File: src/rtl/cr_cdc_handshake_tx.sv
// Source half of a two-phase req/ack clock-domain-crossing handshake.
// Holds one word on xfer_data per req toggle until the synchronized ack echoes it.
module cr_cdc_handshake_tx #(
    parameter int unsigned WIDTH          = 32,
    parameter int unsigned SYNC_STAGES    = 2,
    parameter int unsigned TIMEOUT_CYCLES = 0
) (
    input  logic             clk,
    input  logic             rst,
    input  logic             in_valid,
    input  logic [WIDTH-1:0] in_data,
    output logic             in_ready,
    output logic             xfer_req,
    output logic [WIDTH-1:0] xfer_data,
    input  logic             xfer_ack,
    output logic             xfer_done,
    output logic             busy,
    output logic             timeout_err
);

    localparam int unsigned CW =
        (TIMEOUT_CYCLES > 0) ? $clog2(TIMEOUT_CYCLES + 1) : 1;
    localparam logic [CW-1:0] TO_MAX = CW'(TIMEOUT_CYCLES);
    localparam bit            TO_EN  = (TIMEOUT_CYCLES > 0);

    typedef enum logic {
        S_IDLE,
        S_WAIT
    } state_t;

    state_t                 state_q;
    logic                   in_ready_q;
    logic                   req_q;
    logic [WIDTH-1:0]       data_q;
    logic                   done_q;
    logic                   busy_q;
    logic                   tmo_q;
    logic [CW-1:0]          cnt_q;
    logic [CW-1:0]          cnt_d;
    logic [SYNC_STAGES-1:0] sync_q;
    logic                   ack_s;

    assign ack_s       = sync_q[SYNC_STAGES-1];
    assign in_ready    = in_ready_q;
    assign xfer_req    = req_q;
    assign xfer_data   = data_q;
    assign xfer_done   = done_q;
    assign busy        = busy_q;
    assign timeout_err = tmo_q;

    // Next value of the WAIT-cycle counter.
    always_comb begin
        cnt_d = cnt_q + CW'(1);
    end

    // Shift the asynchronous ack through the synchronizer chain.
    always_ff @(posedge clk) begin
        if (rst) begin
            sync_q <= '0;
        end else begin
            sync_q <= {sync_q[SYNC_STAGES-2:0], xfer_ack};
        end
    end

    // Handshake FSM; all outputs are registered here.
    always_ff @(posedge clk) begin
        if (rst) begin
            state_q    <= S_IDLE;
            in_ready_q <= 1'b0;
            req_q      <= 1'b0;
            data_q     <= '0;
            done_q     <= 1'b0;
            busy_q     <= 1'b0;
            tmo_q      <= 1'b0;
            cnt_q      <= '0;
        end else begin
            done_q <= 1'b0;
            tmo_q  <= 1'b0;
            unique case (state_q)
                S_IDLE: begin
                    in_ready_q <= 1'b1;
                    if (in_valid && in_ready_q) begin
                        data_q     <= in_data;
                        req_q      <= ~req_q;
                        in_ready_q <= 1'b0;
                        busy_q     <= 1'b1;
                        cnt_q      <= '0;
                        state_q    <= S_WAIT;
                    end
                end
                S_WAIT: begin
                    // Completion takes priority over a coincident timeout.
                    if (ack_s == req_q) begin
                        state_q    <= S_IDLE;
                        in_ready_q <= 1'b1;
                        busy_q     <= 1'b0;
                        done_q     <= 1'b1;
                    end else if (TO_EN && (cnt_q != TO_MAX)) begin
                        cnt_q <= cnt_d;
                        if (cnt_d == TO_MAX) begin
                            tmo_q <= 1'b1;
                        end
                    end
                end
                default: begin
                    state_q <= S_IDLE;
                end
            endcase
        end
    end

endmodule

File: config.mk
export PLATFORM = sky130hd
export DESIGN_NAME = cr_cdc_handshake_tx
export DESIGN_NICKNAME = d
export VERILOG_FILES = /design/src/rtl/cr_cdc_handshake_tx.sv
export SDC_FILE = /design/constraint.sdc
export NUM_CORES = 1
export LEC_CHECK = 0
export BUFFER_PORTS_ARGS = -buffer_cell sky130_fd_sc_hd__clkbuf_2
export CAP_MARGIN = 20
export CORE_ASPECT_RATIO = 0.9
export CORE_MARGIN = 10
export CORE_UTILIZATION = 42
export DETAILED_ROUTE_END_ITERATION = 8
export PLACE_DENSITY = 0.74
export RECOVER_POWER = 50
export SLEW_MARGIN = 20
export SYNTH_ARGS = -nofsm -noshare
export SYNTH_HDL_FRONTEND = slang
export SYNTH_SLANG_ARGS = --single-unit
File: constraint.sdc
create_clock -name clk -period 1.1 [get_ports clk]
set_input_delay 0.33 -clock clk [delete_from_list [all_inputs] [get_ports clk]]
set_output_delay 0.33 -clock clk [all_outputs]
set_load 0.01 [all_outputs]
# After elaboration in Yosys (flattened, before gate mapping)
# Cells that the tools add are included.
# word_totals
elab_cells,26
in_bits,36
output_inout_bits,37
ff_bits,39
# classes
n_reduce_logical,4
eq_ne,3
bitwise_logic,2
muxes,10
# ops
cell,count
$mux 1,7
$pmux 1 s2,3
$reduce_and 2->1,2
$ne 2x1->1 const B,1
$ne 2x2->1 const B,1
$not 1->1,2
$reduce_or 2->1,1
$eq 1x1->1,1
$logic_and 1x1->1,1

# Depth between registers and ports, before layout
# depth
depth_word,3
depth_mapped,4
depth_no_buf,2

# Least setup slack after synthesis
# No wires, ideal clock.
# synth_timing
path_type,reg2reg
start,reg in_ready_q (netlist: in_ready)
end,reg req_q (netlist: xfer_req)
setup_time_ps,121
n_path_buf,1
required_ps,979
setup_slack_ps,-60
arrival_ps,1040
path_stages_with_launch,4
synth_period_minus_slack_ps,1160
path_cell_list,dfxtp_1 and3b_1 buf_6 mux2_2
# synth_between
elab_chain_len,2
# synth_lines
item,line_no,source
start: declaration,32,logic in_ready_q;
start signal: assignment,69,in_ready_q <= 1'b0;
start signal: assignment,81,in_ready_q <= 1'b1;
start signal: assignment,85,in_ready_q <= 1'b0;
$logic_and 1x1->1,82,if (in_valid && in_ready_q) begin
$reduce_and 2->1 (no line),n/a,
end signal: assignment,84,req_q <= ~req_q;
end: declaration,33,logic req_q;
# No other way between the ends.
# A chain may end at the register's enable or synchronous reset.

# Final worst setup path
# layout_timing
start,reg in_ready_q (netlist: in_ready)
end,out in_ready
# layout_rtl
item,line_no,source
end: declaration,12,"output logic in_ready,"
# No word-level cell between the ends.

==> results.md <==
- Status: complete, but fails checks
- Violations in the final reports: negative setup slack
- RR Endpoint: xfer_data[21]$_SDFFE_PP0P_
- Drt first-iter violations: 25
- H-tree levels: 2
- CP max FO: 2
- Worst setup margin: -0.05467 ns
- Crit path cell chain: buf_6 -> buf_6
- CP startpoint: in_ready$_SDFFE_PP0P_
- Longest Clk Path Bufs: 2
- Period utilisation layout: 105.0%
- Synth cell types: 22
- Gp weighted congestion: slightly below 0.7
- Sequential-to-total area share from yosys stat: between 40% and 50%
- Drt pass-1 iters: 4
- Final Setup Violations: 2
- Main synth FF type: dfxtp_1
- #FFs+latches synth: 39
- Die Height: about 81 µm
- Critical path type: flip-flop to primary output
- CP most frequent cell: buf_6
- Hpwl dp: between 2000 and 3000 µm
- GR Util All Layers: a little over a tenth
- I/O Buffers: approximately 70
- Clk Latency, worst-skew pair: between 0.2 and 0.3 ns
- DP Worst Slack: -0.07771 ns
- Finished Layout Cells: 290
- IO Pins: 73
- Synth area leaders: dfxtp_1 (45%), nand2b_1 (23%), mux2i_1 (18%), buf_12 (3.5%), clkbuf_1 (1.5%)
- Slew Limit Fails: 0
- Row count: 22
- Final wirelength: roughly 3900 µm
- Crit path launch type: flip-flop
- CP endpoint: in_ready
- Max cap viols: 0
- Grt total ovfl: 0
- VDD IR max: 0.0008563 V
- R2R Setup Slk: -0.02 ns
- Count leader, synth: nand2b_1
- HP Start: xfer_ack
- Slowest cell on crit path: dfxtp_2
- Drt via density: about 4.5
- Core area: 0.004046 mm²
- Starting Density: around 43%
- Largest net degree at the start of global routing: 36
- Synth area leader: dfxtp_1
- CTS root buf: clkbuf_8
- Number of synthesized flops with an enable pin: 0
- Pwr dens: between 1000 and 1500 mW/mm²
- Drt drc: 0
- Total power: slightly below 0.003 W
- Critical Path AT: 0.82 ns
- CTS Hold Bufs: 0
- CP Data Required Time: just under 0.8 ns
- Setup TNS: -0.07002 ns
- Final Hold Fails: 0
- Die area: 0.007111 mm²
- FMAX: just under 0.9 GHz
- FFs w/ async S/R, synth: 0%
- Leakage: ~1.1 nW
- Share of layout cells above drive strength 1: 51.65%
- Number of buffers created by CTS: 5
- Initial antenna violation count: 0
- Worst R2R Path Depth: 3
- CTS sink cnt: 39
- Commonest cells post-synth: nand2b_1 (64), dfxtp_1 (39), mux2i_1 (32)
- Clock Skew: 0.004931 ns
- Diode count: 0
- # placed instances: roughly 280
- Min Tclk post-route: around 1.2 ns
- Vias: 1317
- Routed Antenna Nets: 0
- Worst setup EP type: primary output
- Post-Syn Instances: approximately 170
- Syn-to-layout area delta: 40.85%
- Worst R2R Start: state_q$_SDFF_PP0_
- Netlist Area Pre-Place: approximately 0.0017 mm²
- Yosys warning count: 0
- Top cell type's share of synthesized area: 44.96%
- RSZ-0062 raised after global routing: true
- Crit path largest cell delay: 0.33 ns
- Syn_nets: between 200 and 250
- Worst Hold Class: primary input to flip-flop
- Total Nets Final: between 200 and 300
- CTS tree: done
- Mean routed wirelength per cell: between 10 and 15 µm
- Vias in the first global route: approximately 1400
- Syn Area/Cell: between 10 and 15 µm²
- DIE WIDTH: approximately 90 µm
- First-pass GRT wire length: around 6200 µm
- CTS clk-pin slew, worst paths: around 0.070 ns
[worst min path at each step]
stage                           endpoint  slack (ns)  cells after the start
floorplan           sync_q[1]$_SDFF_PP0_        0.41                      1
global placement    sync_q[1]$_SDFF_PP0_        0.44                      1
detailed placement  sync_q[1]$_SDFF_PP0_        0.43                      1
CTS                 sync_q[0]$_SDFF_PP0_        0.25                      2
global route        sync_q[0]$_SDFF_PP0_        0.28                      2
finish              sync_q[0]$_SDFF_PP0_        0.26                      2
[cell type report]
cell class	instances	area, µm²
inverters	2	7.507
fillers	348	1600
well taps	48	60.06
repair buffers	83	631.9
clock buffers	6	72.57
flip-flops and latches	39	828.3
multi-input cells	112	845.8
[cell usage in the layout (no fill, tap or decap), drive strengths merged, types with 2 or more instances in the layout]
master and count:
dfxtp 39, nand2b 64, inv 2, mux2i 32
clkbuf 44, buf 45, nor2 2, nor2b 3
[what timing repair did]
| item | 4_1_cts | 5_1_grt |
|---|---|---|
| setup buffers | 0 | 1 |
| gates resized for setup | 21 | 78 |
| endpoints found under the setup margin | 22 | 69 |
| pin swaps | 0 | 0 |
[kinds of logic after synthesis]
group	count (synthesis)	synth area share, %
simple gates	73	26.66
flops	39	44.96
mux	33	19.09
buf+inv	15	6.773
compound gates	3	1.297
xor+xnor	2	1.009
other cells	1	0.2159
[worst max-delay path: cells and delay by family (launching register included)]
family,cells,cell delay (ns)
flops,1,0.33
buf+inv,2,0.22
[per-layer routing]
layer	track usage (%)	vias to the layer above	routed length, µm
li1	-	680	-
met1	12.68	588	1652
met2	15.26	47	1745
met3	7.500	2	528
met4	3.344	0	17
met5	0	-	0
[power by group]
group / internal (W) / switching [W] / leakage (nW)
registers: 0.00151 / 0.0000542 / 0.334
logic: 0.000319 / 0.000212 / 0.703
clock network: 0.000422 / 0.000439 / 0.0371
[flip-flops by register name, indices dropped and copies added, names as in the netlist]
signal	flops
sync_q	2
xfer_done	1
xfer_req	1
busy	1
in_ready	1
state_q	1
xfer_data	32
[metrics by stage]
| stage | hold WS, ns | instance area (µm²) | util (%) |
|---|---|---|---|
| floorplan | 0.4138 | 1743 | - |
| global placement | 0.4352 | 2168 | 53.59 |
| detailed placement | 0.4279 | 2168 | 53.59 |
| CTS | 0.2492 | 2271 | 56.12 |
| global route | 0.2784 | 2446 | 60.45 |
| finish | 0.2561 | 2446 | 60.45 |
Power figures use the tool's default switching activity.
